`src/rtl/clkdiv_gen.sv`:
```
// Multi-channel divided-clock generator with per-level LFSR jitter, shadowed
// configuration and glitch-free enable/disable.
module clkdiv_gen #(
  parameter int unsigned       NUM_CH    = 2,
  parameter int unsigned       DIV_W     = 8,
  parameter int unsigned       JITTER_W  = 2,
  parameter logic [DIV_W-1:0]  DIV_RST   = '0,
  parameter logic [15:0]       LFSR_SEED = 16'hACE1
) (
  input  logic                         clk,
  input  logic                         rst_n,
  input  logic [NUM_CH-1:0]            en,
  input  logic                         cfg_load,
  input  logic [NUM_CH*DIV_W-1:0]      div_in,
  input  logic [NUM_CH*JITTER_W-1:0]   jit_mask_in,
  output logic [NUM_CH-1:0]            clk_out,
  output logic [NUM_CH-1:0]            tick,
  output logic [NUM_CH-1:0]            running
);

  localparam int unsigned CW = DIV_W + JITTER_W + 1;

  typedef enum logic [1:0] {OFF, RUN_LO, RUN_HI, DRAIN} state_t;

  logic [15:0]                      lfsr;
  logic [NUM_CH-1:0][DIV_W-1:0]     div_sh;
  logic [NUM_CH-1:0][JITTER_W-1:0]  mask_sh;

  // Galois form of x^16+x^14+x^13+x^11+1, free-running
  always_ff @(posedge clk or negedge rst_n) begin
    if (!rst_n) begin
      lfsr    <= LFSR_SEED;
      div_sh  <= {NUM_CH{DIV_RST}};
      mask_sh <= '0;
    end else begin
      lfsr <= {1'b0, lfsr[15:1]} ^ (lfsr[0] ? 16'hB400 : 16'h0000);
      if (cfg_load) begin
        div_sh  <= div_in;
        mask_sh <= jit_mask_in;
      end
    end
  end

  for (genvar i = 0; i < NUM_CH; i++) begin : g_ch
    state_t               state, state_nxt;
    logic [CW-1:0]        cnt, cnt_nxt, reload, reload_nj;
    logic [JITTER_W-1:0]  jit;
    logic                 out_q, out_nxt, tick_q, tick_nxt;

    always_comb begin
      jit       = lfsr[i*JITTER_W +: JITTER_W] & mask_sh[i];
      reload_nj = CW'(div_sh[i]);
      reload    = CW'(div_sh[i]) + CW'(jit);
      state_nxt = state;
      cnt_nxt   = cnt - CW'(1);
      out_nxt   = out_q;
      tick_nxt  = 1'b0;
      unique case (state)
        OFF: begin
          cnt_nxt = reload_nj;
          out_nxt = 1'b0;
          if (en[i]) state_nxt = RUN_LO;
        end
        RUN_LO: begin
          if (!en[i]) begin
            state_nxt = OFF;
            cnt_nxt   = reload_nj;
          end else if (cnt == '0) begin
            out_nxt   = 1'b1;
            tick_nxt  = 1'b1;
            cnt_nxt   = reload;
            state_nxt = RUN_HI;
          end
        end
        RUN_HI: begin
          if (cnt == '0) begin
            out_nxt   = 1'b0;
            cnt_nxt   = reload;
            state_nxt = RUN_LO;
          end else if (!en[i]) begin
            state_nxt = DRAIN;
          end
        end
        DRAIN: begin
          // high level always runs to completion; en is ignored here
          if (cnt == '0) begin
            out_nxt   = 1'b0;
            cnt_nxt   = reload_nj;
            state_nxt = OFF;
          end
        end
        default: begin
          state_nxt = OFF;
          out_nxt   = 1'b0;
          cnt_nxt   = reload_nj;
        end
      endcase
    end

    always_ff @(posedge clk or negedge rst_n) begin
      if (!rst_n) begin
        state  <= OFF;
        cnt    <= CW'(DIV_RST);
        out_q  <= 1'b0;
        tick_q <= 1'b0;
      end else begin
        state  <= state_nxt;
        cnt    <= cnt_nxt;
        out_q  <= out_nxt;
        tick_q <= tick_nxt;
      end
    end

    assign clk_out[i] = out_q;
    assign tick[i]    = tick_q;
    assign running[i] = (state != OFF);
  end

endmodule

```
`config.mk`:
```
export PLATFORM = sky130hd
export DESIGN_NAME = clkdiv_gen
export DESIGN_NICKNAME = d
export VERILOG_FILES = /design/src/rtl/clkdiv_gen.sv
export SDC_FILE = /design/constraint.sdc
export NUM_CORES = 1
export LEC_CHECK = 0
export ABC_AREA = 1
export BUFFER_PORTS_ARGS = -buffer_cell sky130_fd_sc_hd__clkbuf_2
export CAP_MARGIN = 0
export CELL_PAD_IN_SITES_DETAIL_PLACEMENT = 1
export CELL_PAD_IN_SITES_GLOBAL_PLACEMENT = 1
export CORE_MARGIN = 4
export CORE_UTILIZATION = 40
export CTS_CLUSTER_DIAMETER = 60
export CTS_CLUSTER_SIZE = 30
export DETAILED_ROUTE_END_ITERATION = 8
export PLACE_DENSITY = 0.8
export REMOVE_ABC_BUFFERS = 1
export SLEW_MARGIN = 20
export SYNTH_ARGS = -nofsm -noshare
export SYNTH_HDL_FRONTEND = slang
export SYNTH_SLANG_ARGS = --single-unit
```
`constraint.sdc`:
```
create_clock -name clk -period 2.1 [get_ports clk]
set_input_delay 0.21 -clock clk [delete_from_list [all_inputs] [get_ports clk]]
set_output_delay 0.21 -clock clk [all_outputs]
set_load 0.01 [all_outputs]
```
Word level (Yosys, flattened, before mapping)
Index checks and enable logic that the tools add are counted.
{"block": "op_classes", "bitwise_logic": 3, "n_div": 0, "n_eq_ne": 20, "n_shift": 0, "n_reduce_logical": 12, "order_cmp": 0, "addsub": 4, "mul": 0, "muxes": 37}
{"operator": "$pmux W11 S4", "count": 2}
{"operator": "$mux W11", "count": 6}
{"operator": "$mux W2", "count": 12}
{"operator": "$logic_not A11 Y1", "count": 2}
{"operator": "$sub A11 B1 Y11 const B", "count": 2}
{"operator": "$add A8 B2 Y9", "count": 2}
{"operator": "$mux W16", "count": 1}
{"operator": "$ne A2 B2 Y1 const B", "count": 8}
{"operator": "$pmux W2 S4", "count": 2}
{"operator": "$xor A15 B16 Y16", "count": 1}
{"operator": "$mux W1", "count": 12}
{"operator": "$ne A3 B3 Y1 const B", "count": 4}
{"operator": "$eq A2 B2 Y1 const B", "count": 4}
{"operator": "$reduce_and A4 Y1", "count": 2}
{"operator": "$pmux W1 S3", "count": 2}
{"operator": "$reduce_and A3 Y1", "count": 2}
{"operator": "$and A2 B2 Y2", "count": 2}
{"operator": "$eq A2 B1 Y1 const B", "count": 2}
{"operator": "$logic_not A2 Y1", "count": 2}
{"operator": "$ne A2 B1 Y1 const B", "count": 2}
{"operator": "$reduce_bool A2 Y1", "count": 2}
{"operator": "$reduce_or A2 Y1", "count": 2}
{"block": "totals", "latch_bits": 0, "rom_bits": 0, "mem_bits_rw": 0, "memories": 0, "input_bits": 25, "elab_cells": 89, "out_inout_bits": 6, "reg_bits": 66}

Logic depth before layout (Yosys ltp)
Gate-level depths: netlist of run 1.
{"block": "logic_depth", "ltp_word": 5, "depth_mapped": 14, "mapped_depth_nobuf": 14}

Least setup slack after synthesis of run 1
Ideal clock, no wire load.
{"block": "synth_path", "path_kind": "flip-flop to flip-flop", "start": "register lfsr[0]", "end": "register g_ch[0].cnt[8]", "arrival_time_ns": 1.913, "setup_slack_ns": 0.116, "synth_period_minus_slack_ns": 1.984, "path_buffers": 0, "path_stages_with_launch": 13, "setup_time_ns": 0.071, "required_ns": 2.029, "cell_sequence": "dfstp_2 > nand2_1 > inv_1 > ha_1 > inv_1 > fa_1 > inv_1 > nand3_1 > nor2_1 > nand4_1 > a21oi_1 > nand2_1 > nor2_1"}
{"block": "synth_via", "elab_chain_len": 5}
{"item": "start, declared", "line": "25", "source": "logic [15:0] lfsr;"}
{"item": "start signal, assigned", "line": "36", "source": "lfsr <= {1'b0, lfsr[15:1]} ^ (lfsr[0] ? 16'hB400 : 16'h0000);"}
{"item": "$and A2 B2 Y2 (*)", "line": "51", "source": "jit = lfsr[i*JITTER_W +: JITTER_W] & mask_sh[i];"}
{"item": "$add A8 B2 Y9 (*)", "line": "53", "source": "reload = CW'(div_sh[i]) + CW'(jit);"}
{"item": "$mux W11 (*)", "line": "68, 76"}
{"item": "$mux W11", "line": "65", "source": "if (!en[i]) begin"}
{"item": "$pmux W11 S4 (*)", "line": "58", "source": "unique case (state)"}
{"item": "via g_ch[0].cnt_nxt[8]", "line": "46", "source": "logic [CW-1:0] cnt, cnt_nxt, reload, reload_nj;"}
{"item": "end signal, assigned", "line": "103", "source": "cnt <= CW'(DIV_RST);"}
{"item": "end signal, assigned", "line": "108", "source": "cnt <= cnt_nxt;"}
{"item": "end, declared", "line": "46"}
Mark *: on every way through the listed nets, which the timed path passes. The rest lies on a longest branch.
A chain may end at the register's enable or synchronous reset.

Final worst setup path of run 1
Ends and elaborated chain as after synthesis.

==> results.sh, run 1 <==
export IMPL_status="finished, final reports clean"
export IMPL_port_buffers=30
export IMPL_setup_viol=0
export IMPL_final_cell_mix="123 x nand2_1, 58 x dfrtp_1, 50 x nor2_1"
export IMPL_root_buffer="clkbuf_8"
export IMPL_fillers=1094
export IMPL_p_per_area_nw_per_um2=684.5
export IMPL_crit_arrival_ps=2290
export IMPL_grt_pass1_vias=3391
export IMPL_timing_final_ws_setup_ps=110.4
export IMPL_dieArea_sq_um=10820
export IMPL_track_usage_pct=18.88
export IMPL_timing_slew_headroom_pct=57.89
export IMPL_min_period_ps=1990
export IMPL_power_w=0.002910
export IMPL_async_flop_share_pct=100.0
export IMPL_ys_flop_type="dfrtp_1"
export IMPL_fmax_mhz=502.6
export IMPL_clockBufferDepth=2
export IMPL_grt_overflow_total=0
export IMPL_initial_core_util_pct=41.66
export IMPL_core_sq_um=8848
export IMPL_hold_viol=0
export IMPL_worst_ep_required_time_ps=2400
export IMPL_start_kind="register"
export IMPL_critical_path_class="reg2reg"
export IMPL_n_antenna_cell=0
export IMPL_hold_path_class="in2reg"
export IMPL_num_vias=3214
export IMPL_drt_pass1_iterations=4
export IMPL_tightest_slew_ps=631.7
export IMPL_synth_seq_cells=66
export IMPL_insertion_delay_ps=370
export IMPL_period_share_pct=94.74
export IMPL_ant_nets=0
export IMPL_holdWs_ps=55.30
export IMPL_cts_sinks=66
export IMPL_endpoint_kind="register"
export IMPL_wl_per_cell_um=16.29
export IMPL_post_place_cells=589
export IMPL_synth_cell_types=37
export IMPL_clkSlewWorstSetupHoldPaths_ps=100
export IMPL_viasPerCell=5.295
export IMPL_final_common_cell="nand2_1"
export IMPL_pre_cts_ws_ps=-22.32
export IMPL_path_max_fanout=3
export IMPL_wl_um=9888
export IMPL_tritoncts="done"
export IMPL_ir_drop_v=0.0004591
export IMPL_rows=34
export IMPL_antenna_found_initial=0
export IMPL_place_congestion=0.8752
export IMPL_pin_count=31
export IMPL_grt_max_degree=48
export IMPL_avgSynthCellArea_sq_um=8.031
export IMPL_drt_iter0_markers=134
export IMPL_synthCells=459
export IMPL_synthToLayoutAreaGrowth_pct=15.34
export IMPL_cts_buffers=9
export IMPL_maxSlewViolCount=0
export IMPL_maxCapViolations=0
export IMPL_fin_worst_skew_ps=24.52
export IMPL_grt_pass1_wl_um=16530
export IMPL_yosysSeqAreaShare_pct=45.08
export IMPL_drc=0
export IMPL_die_w_um=104.0
export IMPL_cts_max_level=3
export IMPL_synth_edf_count=0
export IMPL_drive_above_1_share_pct=23.65
export IMPL_p_leak_nw=2.104
export IMPL_fin_nets=528
export IMPL_dieHeight_um=104.0
export IMPL_layout_cells_non_filler=607
export IMPL_syn_area_sq_um=3686
export IMPL_dp_hpwl_um=7137
export IMPL_yosysWarnings=0
## layout make-up
cell class,instances,area [sq um],area share [%]
multi-input combinational,327,1788,42.05
sequential,66,1662,39.08
timing repair buffer,35,206.4,4.856
inverter,55,206.4,4.856
tap,108,135.1,3.178
clock inverter,7,130.1,3.061
clock buffer,9,123.9,2.913
## path summary, 6_finish.rpt
kind	slack (ps)	startpoint	end	cells past startpoint
setup / recovery	110	lfsr[0]	g_ch[0].cnt[8]	12
hold / removal	60	div_in[6]	div_sh[6]	3
setup reg to reg	110	lfsr[0]	g_ch[0].cnt[8]	12
hold reg to reg	360	lfsr[9]	lfsr[8]	0
max in group asynchronous	1080	rst_n	lfsr[0]	3
min in group asynchronous	340	rst_n	div_sh[6]	2
## cells by family (layout without fill, tap and decap cells)
logic type               Yosys count  count (layout)  synth area share, %
AND/OR/NAND/NOR                  247             247                30.41
flip-flops                        66              66                45.08
buffers and inverters             66             106                7.434
AO/OA/AOI/OAI                     52              52                8.419
multiplexers                      10              10                3.055
adder cells (fa/ha/maj)            9               9                3.462
XOR/XNOR                           9               9                2.138
## per-stage QoR
step / util (%) / instance area (sq um) / TNS, ps
floorplan: - / 3618 / 0
global placement: 44.51 / 3939 / 0
detailed placement: 44.51 / 3939 / -22.32
CTS: 47.64 / 4215 / 0
global route: 48.05 / 4252 / -5.326
finish: 48.05 / 4252 / 0
## sequential cells by signal, summed over array words and instances, names as in the netlist
register     flops
mask_sh          4
g_ch.out_q       2
div_sh          16
g_ch.state       4
g_ch.tick_q      2
g_ch.cnt        22
lfsr            16
## timing repair
item | in CTS | in global routing
pin swaps | 0 | 2
hold buffers | 1 | 0
setup buffers | 0 | 1
gates resized for setup | 3 | 10
endpoints found under the setup margin | 3 | 3
gates cloned | 0 | 0
endpoints found under the hold margin | 16 | 0
## cells in the mapped netlist (2+ instances only)
cell type,number,area share [%]
a21oi_1,11,1.5
a21oi_2,3,0.71
buf_2,3,0.41
buf_4,4,0.81
clkbuf_1,3,0.31
dfrtp_1,58,39
dfstp_2,8,5.7
fa_1,2,1.1
ha_1,7,2.4
inv_1,44,4.5
inv_2,11,1.1
mux2_2,10,3.1
nand2_1,124,13
nand2_2,4,0.68
nand2_4,4,1.2
nand3_1,31,4.2
nand4_1,8,1.4
nor2_1,51,5.2
nor2_2,9,1.5
nor2_4,5,1.5
nor3_1,6,0.81
o21ai_0,14,1.9
o21ai_1,10,1.4
o21bai_1,2,0.41
o22ai_1,7,1.2
or2_2,2,0.34
xnor2_1,4,0.95
xor2_1,5,1.2
## routing by layer
layer	routed length (um)	up-vias	GRT usage, %
met1	4345	1597	24.32
met2	5043	62	31.94
met5	0	-	0
li1	-	1536	-
met3	320	19	3.538
met4	179	0	6.268
## power breakdown
group	switching (W)	internal [W]	leakage [nW]	total, W
clock	0.000565	0.000813	0.128	0.00138
combinational	0.0000991	0.0000654	1.19	0.000164
sequential	0.0000570	0.00131	0.782	0.00137
## worst max-delay path, stage by stage, from the launching register on
cell	delay, ps
dfstp_2	550
nand2_2	60
inv_2	60
ha_4	130
inv_2	50
fa_2	370
inv_2	90
nand3_4	80
nor2_4	150
nand4_1	110
a21oi_1	150
nand2_1	60
nor2_1	100
No activity file was read; power rests on OpenSTA's default activity.
==> inputs of run 2 (changes only) <==
Settings changed: RECOVER_POWER set to 100.
==> results.sh, run 2 (synthesis gave the netlist of run 1 again) <==
export IMPL_path_cells="nand2_2 -> inv_2 -> ha_4 -> inv_2 -> fa_2 -> inv_2 -> nand3_4 -> nor2_4 -> nand4_1 -> a21oi_1 -> nand2_1 -> nor2_1"
export IMPL_holdWs_ps=60.77
export IMPL_cts_max_level=3
export IMPL_grt_max_degree=48
export IMPL_period_share_pct=94.67
export IMPL_power_w=0.002904
export IMPL_ant_nets=0
export IMPL_regMostFlops="g_ch.cnt"
export IMPL_num_vias=3195
export IMPL_crit_arrival_ps=2280
export IMPL_start_kind="register"
export IMPL_p_sw_share_pct=24.65
export IMPL_cts_sinks=66
export IMPL_pre_cts_ws_ps=-22.32
export IMPL_path_common_cell="inv_2"
export IMPL_status="finished, final reports clean"
export IMPL_drive_above_1_share_pct=20.64
export IMPL_cts_buffers=9
export IMPL_timing_final_ws_setup_ps=112.0
export IMPL_n_antenna_cell=0
export IMPL_p_int_w=0.002188
export IMPL_fin_worst_skew_ps=21.77
export IMPL_drc=0
export IMPL_switchingPower_w=0.0007158
export IMPL_grt_pass1_wl_um=16530
export IMPL_root_buffer="clkbuf_8"
export IMPL_p_per_area_nw_per_um2=690.4
export IMPL_tritoncts="done"
export IMPL_maxSlewViolCount=0
export IMPL_seq_power_share_pct=47.1
export IMPL_wl_per_cell_um=16.31
export IMPL_dieArea_sq_um=10820
export IMPL_antenna_found_initial=0
export IMPL_clockBufferDepth=2
export IMPL_endpoint_kind="register"
export IMPL_wl_um=9903
export IMPL_power_frac_comb_pct=5.6
export IMPL_drt_iter0_markers=104
export IMPL_tightest_slew_ps=1343
export IMPL_min_period_ps=1988
export IMPL_dp_hpwl_um=7137
export IMPL_grt_overflow_total=0
export IMPL_hold_path_class="in2reg"
export IMPL_insertion_delay_ps=360
export IMPL_place_congestion=0.8752
export IMPL_cp_num_buf_inv=3
export IMPL_core_sq_um=8848
export IMPL_fin_nets=528
export IMPL_ir_drop_v=0.0004591
export IMPL_synthToLayoutAreaGrowth_pct=14.12
export IMPL_cpPeakStageDelay_ps=540
export IMPL_hold_viol=0
export IMPL_timing_slew_headroom_pct=10.46
export IMPL_maxCapViolations=0
export IMPL_rows=34
export IMPL_p_leak_nw=2.077
export IMPL_drt_pass1_iterations=4
export IMPL_worst_ep_required_time_ps=2400
export IMPL_viasPerCell=5.264
export IMPL_track_usage_pct=18.88
export IMPL_final_cell_mix="125 x nand2_1, 58 x dfrtp_1, 53 x nor2_1"
export IMPL_top_regs="g_ch.cnt x22, div_sh x16, lfsr x16"
export IMPL_port_buffers=30
export IMPL_dieHeight_um=104.0
export IMPL_die_w_um=104.0
export IMPL_grt_pass1_vias=3391
export IMPL_initial_core_util_pct=41.66
export IMPL_clkSlewWorstSetupHoldPaths_ps=90
export IMPL_final_common_cell="nand2_1"
export IMPL_power_frac_clock_pct=47.3
export IMPL_largest_reg_flops=22
export IMPL_fmax_mhz=503.0
export IMPL_critical_path_class="reg2reg"
export IMPL_setup_viol=0
export IMPL_final_core_util_pct=47.54
export IMPL_path_max_fanout=3
export IMPL_pin_count=31
export IMPL_slowest_stage="dfstp_2"
export IMPL_cp_top_family="simple AND/OR/NAND/NOR gates"
==> run 2: changes by cell type in the layout (fill, tap and decap cells not counted), moves of 2 or more <==
cell      delta
clkbuf_1     +8
clkbuf_2     -6
nor2_1       +3
nor2_4       -3
o21ai_0      +3
o21ai_1      -3
nand2_1      +2
nand2_2      -2
==> run 2: power groups by stage <==
stage / registers [W] / clock network [W] / logic (W)
floorplan: 0.00137 / 0 / 0.0000744
global placement: 0.00138 / 0 / 0.000151
detailed placement: 0.00139 / 0 / 0.000160
CTS: 0.00136 / 0.00139 / 0.000165
global route: 0.00137 / 0.00146 / 0.000189
finish: 0.00137 / 0.00137 / 0.000164
==> run 2: routing by layer <==
metal	global-route usage, %	part of all wire [%]
met1	24.32	43
met2	31.94	51
met4	6.268	1.6
met3	3.538	4.5
met5	0	0
==> run 2: path summary, 6_finish.rpt <==
| kind | start | end | slack (ps) | depth (start not counted) |
|---|---|---|---|---|
| max in group asynchronous | rst_n | lfsr[0] | 570 | 3 |
| worst min register to register | lfsr[9] | lfsr[8] | 360 | 0 |
| worst min-delay path | div_in[6] | div_sh[6] | 60 | 3 |
| min in group asynchronous | rst_n | div_sh[6] | 630 | 2 |
| worst max-delay path | lfsr[0] | g_ch[0].cnt[8] | 110 | 12 |
| worst max register to register | lfsr[0] | g_ch[0].cnt[8] | 110 | 12 |
==> run 2: what timing repair did <==
action                                 CTS  global route
resized for setup                        3            10
setup endpoints to repair                3             3
endpoints found under the hold margin   16             0
hold buffers                             1             0
buffers inserted                         0             1
pin swaps                                0             2
==> run 2: area by class of cell <==
class | instances | area [sq um]
inverter | 55 | 206.4
tap | 108 | 135.1
clock inverter | 7 | 130.1
clock buffer | 9 | 123.9
multi-input combinational | 327 | 1755
sequential | 66 | 1662
fill | 1102 | 4642
timing repair buffer | 35 | 193.9
==> run 2: per-stage QoR <==
| stage | std cells | cell area [sq um] | TNS [ps] |
|---|---|---|---|
| after global routing | 607 | 4207 | -2.866 |
| after global placement | 589 | 3939 | 0 |
| after detailed placement | 589 | 3939 | -22.32 |
| after CTS | 606 | 4215 | 0 |
| after floorplan | 448 | 3618 | 0 |
| final | 607 | 4207 | 0 |
==> run 2: worst reg2reg max path: stages (launching register included) <==
cell	delay [ps]
dfstp_2	540
nand2_2	60
inv_2	60
ha_4	130
inv_2	50
fa_2	370
inv_2	90
nand3_4	80
nor2_4	150
nand4_1	110
a21oi_1	150
nand2_1	60
nor2_1	100
